File: src/rtl/cc_maxseq_pkg.sv
// Shared state encoding and defaults for the max-sequencing controller.
package cc_maxseq_pkg;

  localparam int DEFAULT_DATAWIDTH = 8;

  localparam logic [2:0] ENC_IDLE    = 3'd0;
  localparam logic [2:0] ENC_FIRST   = 3'd1;
  localparam logic [2:0] ENC_ACCEPT  = 3'd2;
  localparam logic [2:0] ENC_COMPARE = 3'd3;
  localparam logic [2:0] ENC_DONE    = 3'd4;

  typedef enum logic [2:0] {
    IDLE    = ENC_IDLE,
    FIRST   = ENC_FIRST,
    ACCEPT  = ENC_ACCEPT,
    COMPARE = ENC_COMPARE,
    DONE    = ENC_DONE
  } stateType;

  // A single-element burst still needs a one-bit index.
  function automatic int indexWidth(input int elements);
    return (elements > 1) ? $clog2(elements) : 1;
  endfunction

endpackage

File: src/rtl/cc_maxseq_counter.sv
// Element counter for one burst; flags when the element being retired is the last one.
module cc_maxseq_counter #(
  parameter int NUMBER_ELEMENTS = 4,
  parameter int COUNT_WIDTH     = 3
) (
  input  logic                   clk,
  input  logic                   resetN,
  input  logic                   clear,
  input  logic                   increment,
  output logic [COUNT_WIDTH-1:0] count,
  output logic                   lastElement
);

  // One spare bit over the index width so count can reach NUMBER_ELEMENTS without wrapping.
  always_ff @(posedge clk) begin
    if (!resetN) begin
      count <= '0;
    end else if (clear) begin
      count <= '0;
    end else if (increment) begin
      count <= count + COUNT_WIDTH'(1);
    end
  end

  assign lastElement = ((count + COUNT_WIDTH'(1)) == COUNT_WIDTH'(NUMBER_ELEMENTS));

endmodule

File: src/rtl/cc_maxseq_controller.sv
// Finds the maximum of a burst by time-sharing an external strict-greater-than comparator.
module cc_maxseq_controller
  import cc_maxseq_pkg::*;
#(
  parameter int NUMBER_DATAWIDTH  = DEFAULT_DATAWIDTH,
  parameter int NUMBER_ELEMENTS   = 4,
  parameter int NUMBER_INDEXWIDTH = indexWidth(NUMBER_ELEMENTS)
) (
  input  logic                         CC_MAXSEQ_CLOCK_50,
  input  logic                         CC_MAXSEQ_RESET_InLow,
  input  logic                         CC_MAXSEQ_start_In,
  input  logic [NUMBER_DATAWIDTH-1:0]  CC_MAXSEQ_data_InBUS,
  input  logic                         CC_MAXSEQ_dataValid_In,
  output logic                         CC_MAXSEQ_dataReady_Out,
  output logic [NUMBER_DATAWIDTH-1:0]  CC_MAXSEQ_cmpA_OutBUS,
  output logic [NUMBER_DATAWIDTH-1:0]  CC_MAXSEQ_cmpB_OutBUS,
  input  logic                         CC_MAXSEQ_cmpResult_In,
  output logic [NUMBER_DATAWIDTH-1:0]  CC_MAXSEQ_max_OutBUS,
  output logic [NUMBER_INDEXWIDTH-1:0] CC_MAXSEQ_maxIndex_OutBUS,
  output logic                         CC_MAXSEQ_busy_Out,
  output logic                         CC_MAXSEQ_done_Out
);

  localparam int COUNT_WIDTH = NUMBER_INDEXWIDTH + 1;

  stateType                   state;
  stateType                   nextState;
  logic                       handshake;
  logic                       counterClear;
  logic                       counterInc;
  logic [COUNT_WIDTH-1:0]     count;
  logic                       lastElement;
  logic [NUMBER_DATAWIDTH-1:0]  maxReg;
  logic [NUMBER_DATAWIDTH-1:0]  candReg;
  logic [NUMBER_INDEXWIDTH-1:0] indexReg;

  assign handshake = CC_MAXSEQ_dataValid_In & CC_MAXSEQ_dataReady_Out;

  cc_maxseq_counter #(
    .NUMBER_ELEMENTS (NUMBER_ELEMENTS),
    .COUNT_WIDTH     (COUNT_WIDTH)
  ) elementCounter (
    .clk         (CC_MAXSEQ_CLOCK_50),
    .resetN      (CC_MAXSEQ_RESET_InLow),
    .clear       (counterClear),
    .increment   (counterInc),
    .count       (count),
    .lastElement (lastElement)
  );

  always_ff @(posedge CC_MAXSEQ_CLOCK_50) begin
    if (!CC_MAXSEQ_RESET_InLow) begin
      state <= IDLE;
    end else begin
      state <= nextState;
    end
  end

  always_comb begin
    nextState    = state;
    counterClear = 1'b0;
    counterInc   = 1'b0;
    case (state)
      IDLE: begin
        if (CC_MAXSEQ_start_In) begin
          nextState    = FIRST;
          counterClear = 1'b1;
        end
      end
      FIRST: begin
        if (handshake) begin
          counterInc = 1'b1;
          nextState  = lastElement ? DONE : ACCEPT;
        end
      end
      ACCEPT: begin
        if (handshake) begin
          nextState = COMPARE;
        end
      end
      COMPARE: begin
        counterInc = 1'b1;
        nextState  = lastElement ? DONE : ACCEPT;
      end
      DONE: begin
        nextState = IDLE;
      end
      default: begin
        nextState = IDLE;
      end
    endcase
  end

  // Comparator result is only trusted in COMPARE, where both operands are already registered.
  always_ff @(posedge CC_MAXSEQ_CLOCK_50) begin
    if (!CC_MAXSEQ_RESET_InLow) begin
      maxReg   <= '0;
      candReg  <= '0;
      indexReg <= '0;
    end else begin
      if ((state == FIRST) && handshake) begin
        maxReg   <= CC_MAXSEQ_data_InBUS;
        indexReg <= '0;
      end
      if ((state == ACCEPT) && handshake) begin
        candReg <= CC_MAXSEQ_data_InBUS;
      end
      if ((state == COMPARE) && CC_MAXSEQ_cmpResult_In) begin
        maxReg   <= candReg;
        indexReg <= count[NUMBER_INDEXWIDTH-1:0];
      end
    end
  end

  assign CC_MAXSEQ_dataReady_Out   = (state == FIRST) || (state == ACCEPT);
  assign CC_MAXSEQ_busy_Out        = (state != IDLE);
  assign CC_MAXSEQ_done_Out        = (state == DONE);
  assign CC_MAXSEQ_cmpA_OutBUS     = candReg;
  assign CC_MAXSEQ_cmpB_OutBUS     = maxReg;
  assign CC_MAXSEQ_max_OutBUS      = maxReg;
  assign CC_MAXSEQ_maxIndex_OutBUS = indexReg;

endmodule

File: config.mk
export PLATFORM = sky130hd
export DESIGN_NAME = cc_maxseq_controller
export DESIGN_NICKNAME = d
export VERILOG_FILES = /design/src/rtl/cc_maxseq_pkg.sv /design/src/rtl/cc_maxseq_counter.sv /design/src/rtl/cc_maxseq_controller.sv
export SDC_FILE = /design/constraint.sdc
export NUM_CORES = 1
export LEC_CHECK = 0
export BUFFER_PORTS_ARGS = -buffer_cell sky130_fd_sc_hd__buf_2
export CAP_MARGIN = 20
export CORE_MARGIN = 2
export CORE_UTILIZATION = 49
export CTS_CLUSTER_DIAMETER = 100
export DETAILED_ROUTE_END_ITERATION = 6
export MAX_ROUTING_LAYER = met4
export PLACE_DENSITY = 0.85
export SYNTH_ARGS = -nofsm -noshare
export SYNTH_HDL_FRONTEND = slang
export SYNTH_SLANG_ARGS = --single-unit
File: constraint.sdc
create_clock -name CC_MAXSEQ_CLOCK_50 -period 1.5 [get_ports CC_MAXSEQ_CLOCK_50]
set_input_delay 0.3 -clock CC_MAXSEQ_CLOCK_50 [delete_from_list [all_inputs] [get_ports CC_MAXSEQ_CLOCK_50]]
set_output_delay 0.3 -clock CC_MAXSEQ_CLOCK_50 [all_outputs]
set_load 0.005 [all_outputs]
---- Word-level counts from Yosys, hierarchy flattened ----
Index checks and enable logic that the tools add are counted.
cells by class
  add/subtract/negate cells ............... 1
  multipliers ............................. 0
  divide/modulo/power cells ............... 0
  $lt $le $gt $ge ......................... 0
  equality and inequality tests ........... 8
  shift-type cells ........................ 0
  multiplexer cells ....................... 13
  bitwise gates (word level) .............. 2
  reduce and logical (&&, ||, !) cells .... 9
operator list
  kind                   count
  $mux W8                2
  $mux W3                4
  $pmux W3 S4            1
  $eq A3 B2 Y1 const B   2
  $eq A3 B3 Y1 const B   2
  $ne A2 B2 Y1 const B   3
  $mux W2                2
  $add A3 B1 Y3 const B  1
  $eq A3 B1 Y1 const B   1
  $logic_and A1 B1 Y1    3
  $logic_not A3 Y1       1
  $mux W1                3
  $reduce_and A3 Y1      1
  $reduce_bool A3 Y1     1
  $pmux W1 S2            1
  $reduce_bool A2 Y1     1
  $reduce_or A2 Y1       1
  $and A1 B1 Y1          1
  $logic_or A1 B1 Y1     1
  $not A1 Y1             1
word-level totals
  register bits after elaboration ......... 24
  latch bits .............................. 0
  memory bits (writable) .................. 0
  ROM bits ................................ 0
  input port bits ......................... 13
  output and inout bits ................... 29
  logic and storage cells ................. 38
  memories kept ........................... 0

---- Longest topological paths before layout ----
Gate-level depths: netlist (run 1).
  depth in word-level cells ............... 6
  gate-level depth with buffers ........... 5
  gate-level depth less buffers ........... 4

---- Hierarchy ----
From an unflattened synthesis (run 1), not the netlist that was laid out.
second synthesis, totals
  cell total of the unflattened synthesis .. 130
  area, all modules ....................... 1,186.1 µm²
modules (own cells, without submodules)
  module                instances  cells each  area an instance (µm²)  sequential area each (µm²)
  cc_maxseq_controller  1          115         1,027.2                 420.4
  cc_maxseq_counter     1          15          158.9                   60.1

---- Least setup slack after synthesis (run 1) ----
Ideal clock, no wire load.
  path kind ............................... register to register
  start ................................... register elementCounter.count[0]
  end ..................................... register elementCounter.count[2]
  library setup time ...................... 0.070 ns
  arrival ................................. 1.198 ns
  required time ........................... 1.430 ns
  path slack .............................. 0.232 ns
  stages on the path, launching flop included .. 5
  path buffers ............................ 0
  clock period less this slack ............ 1.268 ns
  path through ............................ dfxtp_1 > ha_1 > inv_1 > or4_1 > a21oi_1
on the way
  word-level cells in the longest chain between the ends .. 1
ends and longest elaborated chain
  element                   RTL line                 source
  start: declaration        cc_maxseq_counter.sv:10  output logic [COUNT_WIDTH-1:0] count,
  start signal: assignment  cc_maxseq_counter.sv:21  count <= count + COUNT_WIDTH'(1);
  $add A3 B1 Y3             cc_maxseq_counter.sv:21
No other way between the ends.
A chain may end at the register's enable or synchronous reset.

---- Final worst setup path (run 1) ----
  start ................................... register state[1]
  end ..................................... output port CC_MAXSEQ_busy_Out
on the way
  word-level cells in the longest chain between the ends .. 1
ends and longest elaborated chain
  element                   RTL line                     source
  start: declaration        cc_maxseq_controller.sv:26   stateType state;
  start signal: assignment  cc_maxseq_controller.sv:55   state <= nextState;
  $reduce_bool A3 Y1        cc_maxseq_controller.sv:116  assign CC_MAXSEQ_busy_Out = (state != IDLE);
  end: declaration          cc_maxseq_controller.sv:20   output logic CC_MAXSEQ_busy_Out,
No other way between the ends.

==> results.md, run 1 <==
* mean number of vias per cell: 5.43
* number of global-route vias before repair: 869
* Area growth, synth to finish: 22.9%
* number of standard-cell rows in the floorplan: 18
* number of placed instances, taps included: 193
* static leakage: 0.665 nW
* source-to-sink clock delay at the later pin of the worst-skew pair: 0.33 ns
* final critical delay including setup and external delays: 1.53 ns
* Clk pin slew, worst setup/hold paths: 0.15 ns
* count of synthesis-stage warnings from yosys: 0
* final worst clock skew: 0.0138 ns
* first-pass GRT wire length: 4240 um
* number of flops mapped to enable cells by yosys: 0
* count of hold buffers inserted by post-cts repair: 0
* number of H-tree levels: 1
* area of the die: 0.00298 mm2
* Synth Instances: 133
* Core Box Area: 0.00245 mm2
* number of slew-limit violations in the final report: 0
* share of Yosys cell area claimed by the top area cell type: 38.4%
* status: finished with violations
* setup-violating endpoint count in the final report: 1
* All-Layer GR Usage: 20.3%
* horizontal extent of the die: 54.6 um
* net total in the final layout: 187
* total grt overflow: 0
* antenna violations before repair: 0
* worst setup path class: reg -> out
* largest net degree at the start of global routing: 16
* maximum number of buffers from clock root to sink: 2
* number of DRC violations after detailed routing: 0
* average routed wire per standard cell: 14.4 um
* height of the die: 54.6 um
* FF+latch count, synth: 24
* Clock Root Buffer: clkbuf_4
* class of the most critical hold timing path: in -> reg
* Ports: 42
* actual transition at the worst max-transition pin: 0.341 ns
* commonest non-fill, non-tap cell in the layout: buf_2
* maximum ir drop on the vdd rail: 0.000720 V
* # port buffers: 41
* delay of the slowest cell on the worst path: 0.40 ns
* peak clock frequency supported by timing: 655 MHz
* number of vias after detailed routing: 1091
* most frequent cells in the layout: buf_2 (40), dfxtp_1 (20), nor2_1 (11), buf_4 (11), nor2b_1 (10)
* relative slew slack: 76.7%
* TritonCTS sink count: 24
* number of buffers added by the clock tree synthesis step: 3
* Worst setup EP type: output pin
* library cell occupying the most area in the post-synthesis netlist: dfxtp_1
* final estimated routing congestion in global placement: 0.818
* Final WS setup: -0.0270 ns
* proportion of synthesized chip area in sequential cells: 38.4%
* Detail Route Antenna Nets: 0
* mean cell area of the mapped netlist: 9.42 um2
* largest fanout on the critical path: 7
* Detailed Routing Iterations Pass 1: 4
* part of the cycle the worst path needs: 102%
* CP Data Required Time: 1.20 ns
* data arrival time of the critical path: 1.23 ns
* setup slack after placement: 0.0838 ns
* starting DRC count in detailed routing: 33
* most used flip-flop cell after synthesis: dfxtp_1
* CP Launch Type: flop
* setup repair after global routing missed its margin: yes
* async set-reset flop share out of synthesis: 0%
* Power per Cell Area: 943 mW/mm2
* count of max-cap constraint violations: 0
* Critical-path top delay cell: dfxtp_4
* Synth cell types: 33
* Post-Route WL: 2900 um
* aggregate negative setup slack: -0.0270 ns
* TritonCTS clock tree: done
* total nets after synthesis: 148
* final-report hold violation count: 0
* main area contributors after synthesis: dfxtp_1 (38%), mux2i_1 (8.0%), buf_4 (7.2%)
* Detail Placement HPWL: 2010 um
* fraction of layout cells with a size suffix above 1: 42.7%
* effective utilization at floorplan: 51.0%
* critical-path cell list: or3_4, buf_6
* Non-Filler Instances: 201
* failing checks: setup timing
* Antenna Cells: 0
* Cell Area, Synth: 0.00125 mm2
-- final timing paths --
kind / from / end / slack [ns] / cells after the start
setup / recovery: state[1]$_SDFFE_PN0P_ / CC_MAXSEQ_busy_Out / -0.03 / 2
hold / removal: CC_MAXSEQ_data_InBUS[7] / CC_MAXSEQ_cmpA_OutBUS[7]$_SDFFE_PN0P_ / 0.25 / 3
hold reg to reg: CC_MAXSEQ_maxIndex_OutBUS[0]$_SDFFE_PN0P_ / CC_MAXSEQ_maxIndex_OutBUS[0]$_SDFFE_PN0P_ / 0.49 / 2
setup reg to reg: state[1]$_SDFFE_PN0P_ / CC_MAXSEQ_cmpB_OutBUS[1]$_SDFFE_PN0P_ / 0.07 / 5
-- power by group --
| group | total, W | internal, W | leakage, nW | switching [W] |
|---|---|---|---|---|
| clock network | 0.000478 | 0.000270 | 0.0279 | 0.000207 |
| logic | 0.000272 | 0.000143 | 0.440 | 0.000129 |
| registers | 0.000702 | 0.000667 | 0.197 | 0.0000349 |
| total | 0.00145 | 0.00108 | 0.665 | 0.000371 |
-- metrics by stage --
stage / utilization [%] / cell area, um2 / hold slack, ns / total power (W)
CTS: 61.0 / 1500 / 0.252 / 0.00143
detailed placement: 58.3 / 1430 / 0.477 / 0.000957
floorplan: - / 1250 / 0.464 / 0.000883
global placement: 58.3 / 1430 / 0.473 / 0.000946
global route: 62.7 / 1540 / 0.230 / 0.00153
finish: 62.7 / 1540 / 0.248 / 0.00145
-- state kept, by name, indices dropped and copies added (netlist names) --
name / cells
state: 3
CC_MAXSEQ_maxIndex_OutBUS: 2
elementCounter.count: 3
CC_MAXSEQ_cmpB_OutBUS: 8
CC_MAXSEQ_cmpA_OutBUS: 8
-- synth_stat cells, types with 2 or more instances --
cell type	count
a21boi_0	2
a21oi_1	5
a32oi_1	7
and4bb_2	2
buf_2	3
buf_4	12
clkbuf_1	3
dfxtp_1	24
ha_1	2
inv_1	9
mux2i_1	10
nand4_1	2
nor2_1	11
nor2b_1	10
nor3b_1	2
o21ai_0	5
o221a_2	7
or3_1	2
-- cell families (layout without fill, tap and decap cells) --
logic type,count (synthesis),after routing,synth area share [%]
AND/OR/NAND/NOR,37,37,18.4
AO/OA/AOI/OAI,31,31,19.9
flip-flops,24,24,38.4
XOR/XNOR,2,2,1.40
buffers and inverters,27,65,12.0
multiplexers,10,10,7.99
adder cells (fa/ha/maj),2,2,2.00
-- cell type report --
type / count / area (um2)
Fill cell: 192 / 916
Multi-Input combinational cell: 82 / 631
Sequential cell: 24 / 490
Timing Repair Buffer: 52 / 294
Tap cell: 30 / 37.5
Inverter: 9 / 33.8
Clock inverter: 1 / 30.0
Clock buffer: 3 / 22.5
-- worst max-delay path: cells and delay by family, from the launching register on --
kind	cells	cell delay [ns]
buf+inv	1	0.12
flops	1	0.40
simple gates	1	0.38
-- what timing repair did --
| action | CTS | global route |
|---|---|---|
| resized for setup | 3 | 6 |
| buffers inserted | 2 | 3 |
| setup endpoints to repair | 3 | 10 |
| pin swaps | 1 | 1 |
-- metal layers --
layer / track usage, % / up-vias / wire length [um]
met5: - / - / 0
met2: 29.5 / 42 / 1360
li1: - / 548 / -
met4: 7.50 / 0 / 61
met3: 3.28 / 9 / 163
met1: 28.2 / 492 / 1320
Note: power is estimated with default switching activity, not from simulation.
==> inputs of run 2 (changes only) <==
- GPL_TIMING_DRIVEN: default -> 0
- PLACE_DENSITY: 0.85 -> 0.78
==> results.md, run 2 (synthesis gave the netlist of run 1 again) <==
* Sequential Power Share: 46.5%
* TritonCTS sink count: 24
* Worst setup EP type: output pin
* Layout fillers: 201
* Int Pwr: 0.00110 W
* Power per Cell Area: 917 mW/mm2
* failing checks: setup timing
* total grt overflow: 0
* count of max-cap constraint violations: 0
* largest fanout on the critical path: 4
* TritonCTS clock tree: done
* area of the die: 0.00298 mm2
* antenna violations before repair: 0
* final worst clock skew: 0.0117 ns
* maximum number of buffers from clock root to sink: 2
* peak clock frequency supported by timing: 657 MHz
* data arrival time of the critical path: 1.22 ns
* number of global-route vias before repair: 961
* setup-violating endpoint count in the final report: 1
* effective utilization at floorplan: 51.0%
* horizontal extent of the die: 54.6 um
* Detail Placement HPWL: 2110 um
* switching power share of the total: 26.0%
* CP Launch Type: flop
* minimum hold slack: 0.236 ns
* relative slew slack: 69.8%
* static leakage: 0.713 nW
* Antenna Cells: 0
* # port buffers: 41
* hold wc startpoint: CC_MAXSEQ_data_InBUS[6]
* CP Data Required Time: 1.20 ns
* number of slew-limit violations in the final report: 0
* part of the cycle the worst path needs: 102%
* Clk pin slew, worst setup/hold paths: 0.14 ns
* final estimated routing congestion in global placement: 0.829
* class of the most critical hold timing path: in -> reg
* most frequent cells in the layout: buf_2 (42), dfxtp_1 (21), buf_4 (14), nor2_1 (11)
* fraction of layout cells with a size suffix above 1: 44.2%
* utilization after layout: 66.0%
* All-Layer GR Usage: 21.1%
* Final WS setup: -0.0228 ns
* first-pass GRT wire length: 4340 um
* number of vias after detailed routing: 1141
* height of the die: 54.6 um
* FF-to-FF Start: state[1]$_SDFFE_PN0P_
* Core Box Area: 0.00245 mm2
* number of standard-cell rows in the floorplan: 18
* net total in the final layout: 197
* average routed wire per standard cell: 13.7 um
* count of hold buffers inserted by post-cts repair: 0
* Detailed Routing Iterations Pass 1: 4
* Clock Root Buffer: clkbuf_4
* number of DRC violations after detailed routing: 0
* CP Launch Point: state[1]$_SDFFE_PN0P_
* Ports: 42
* setup repair after global routing missed its margin: yes
* worst setup path class: reg -> out
* actual transition at the worst max-transition pin: 0.451 ns
* starting DRC count in detailed routing: 30
* status: finished with violations
* source-to-sink clock delay at the later pin of the worst-skew pair: 0.34 ns
* aggregate negative setup slack: -0.0228 ns
* combinational power share: 20.8%
* final-report hold violation count: 0
* number of buffers added by the clock tree synthesis step: 3
* final critical delay including setup and external delays: 1.52 ns
* maximum ir drop on the vdd rail: 0.000666 V
* number of H-tree levels: 1
* Detail Route Antenna Nets: 0
* commonest non-fill, non-tap cell in the layout: buf_2
* fraction of power consumed by the clock network: 32.7%
* Post-Route WL: 2890 um
* Area growth, synth to finish: 29.3%
* mean number of vias per cell: 5.41
* net switching power figure: 0.000386 W
* largest net degree at the start of global routing: 15
[run 2: cell types whose count changed in the layout (fill, tap and decap cells not counted)]
cell	change
buf_2	+2
buf_4	+3
buf_6	+1
buf_8	+1
clkbuf_1	+3
dfxtp_1	+1
dfxtp_2	-2
dfxtp_4	+1
mux2i_1	+1
mux2i_2	-1
nor3b_1	-1
nor3b_2	+1
xnor2_1	-1
xnor2_2	+1
[run 2: timing repair]
action	in CTS	in global routing
endpoints found under the setup margin	3	3
buffers inserted	4	0
resized for setup	8	6
hold endpoints to repair	0	0
[run 2: area by class of cell]
cell class | count | area [um2] | area share, %
flip-flops and latches | 24 | 492 | 30.4
repair buffers | 45 | 241 | 14.9
clock inverters | 1 | 30.0 | 1.85
inverters | 9 | 33.8 | 2.09
clock buffers | 3 | 22.5 | 1.39
multi-input cells | 82 | 639 | 39.5
plain buffers | 17 | 123 | 7.57
well taps | 30 | 37.5 | 2.32
[run 2: critical path, cell delays in order, from the launching register on]
cell	delay (ns)
dfxtp_4	0.39
or3_4	0.37
buf_6	0.12
[run 2: final timing paths]
| check | to | slack, ns | cells after the start |
|---|---|---|---|
| hold reg to reg | CC_MAXSEQ_maxIndex_OutBUS[0]$_SDFFE_PN0P_ | 0.49 | 2 |
| setup / recovery | CC_MAXSEQ_busy_Out | -0.02 | 2 |
| hold / removal | CC_MAXSEQ_cmpA_OutBUS[6]$_SDFFE_PN0P_ | 0.24 | 3 |
| setup reg to reg | CC_MAXSEQ_cmpB_OutBUS[3]$_SDFFE_PN0P_ | 0.08 | 4 |
[run 2: routing by layer]
| layer | share of wire, % | GRT usage [%] |
|---|---|---|
| met5 | 0 | - |
| met4 | 2.5 | 12.1 |
| met3 | 4.9 | 2.19 |
| met2 | 48 | 32.1 |
| met1 | 44 | 27.1 |
[run 2: metrics by stage]
stage / total power [W] / cell area (um2) / cells / setup slack (ns)
2_1_floorplan: 0.000883 / 1250 / 133 / 0.232
3_3_place_gp: 0.000974 / 1500 / 204 / 0.0626
3_5_place_dp: 0.000985 / 1500 / 204 / 0.0475
4_1_cts: 0.00146 / 1590 / 211 / -0.00422
5_1_grt: 0.00155 / 1620 / 211 / -0.0499
6_report: 0.00149 / 1620 / 211 / -0.0228
[run 2: power groups by stage]
stage	Clock (W)	Sequential [W]	Combinational, W
CTS	0.000482	0.000689	0.000289
global placement	0	0.000705	0.000269
finish	0.000486	0.000691	0.000309
floorplan	0	0.000705	0.000178
global route	0.000514	0.000695	0.000340
detailed placement	0	0.000707	0.000278
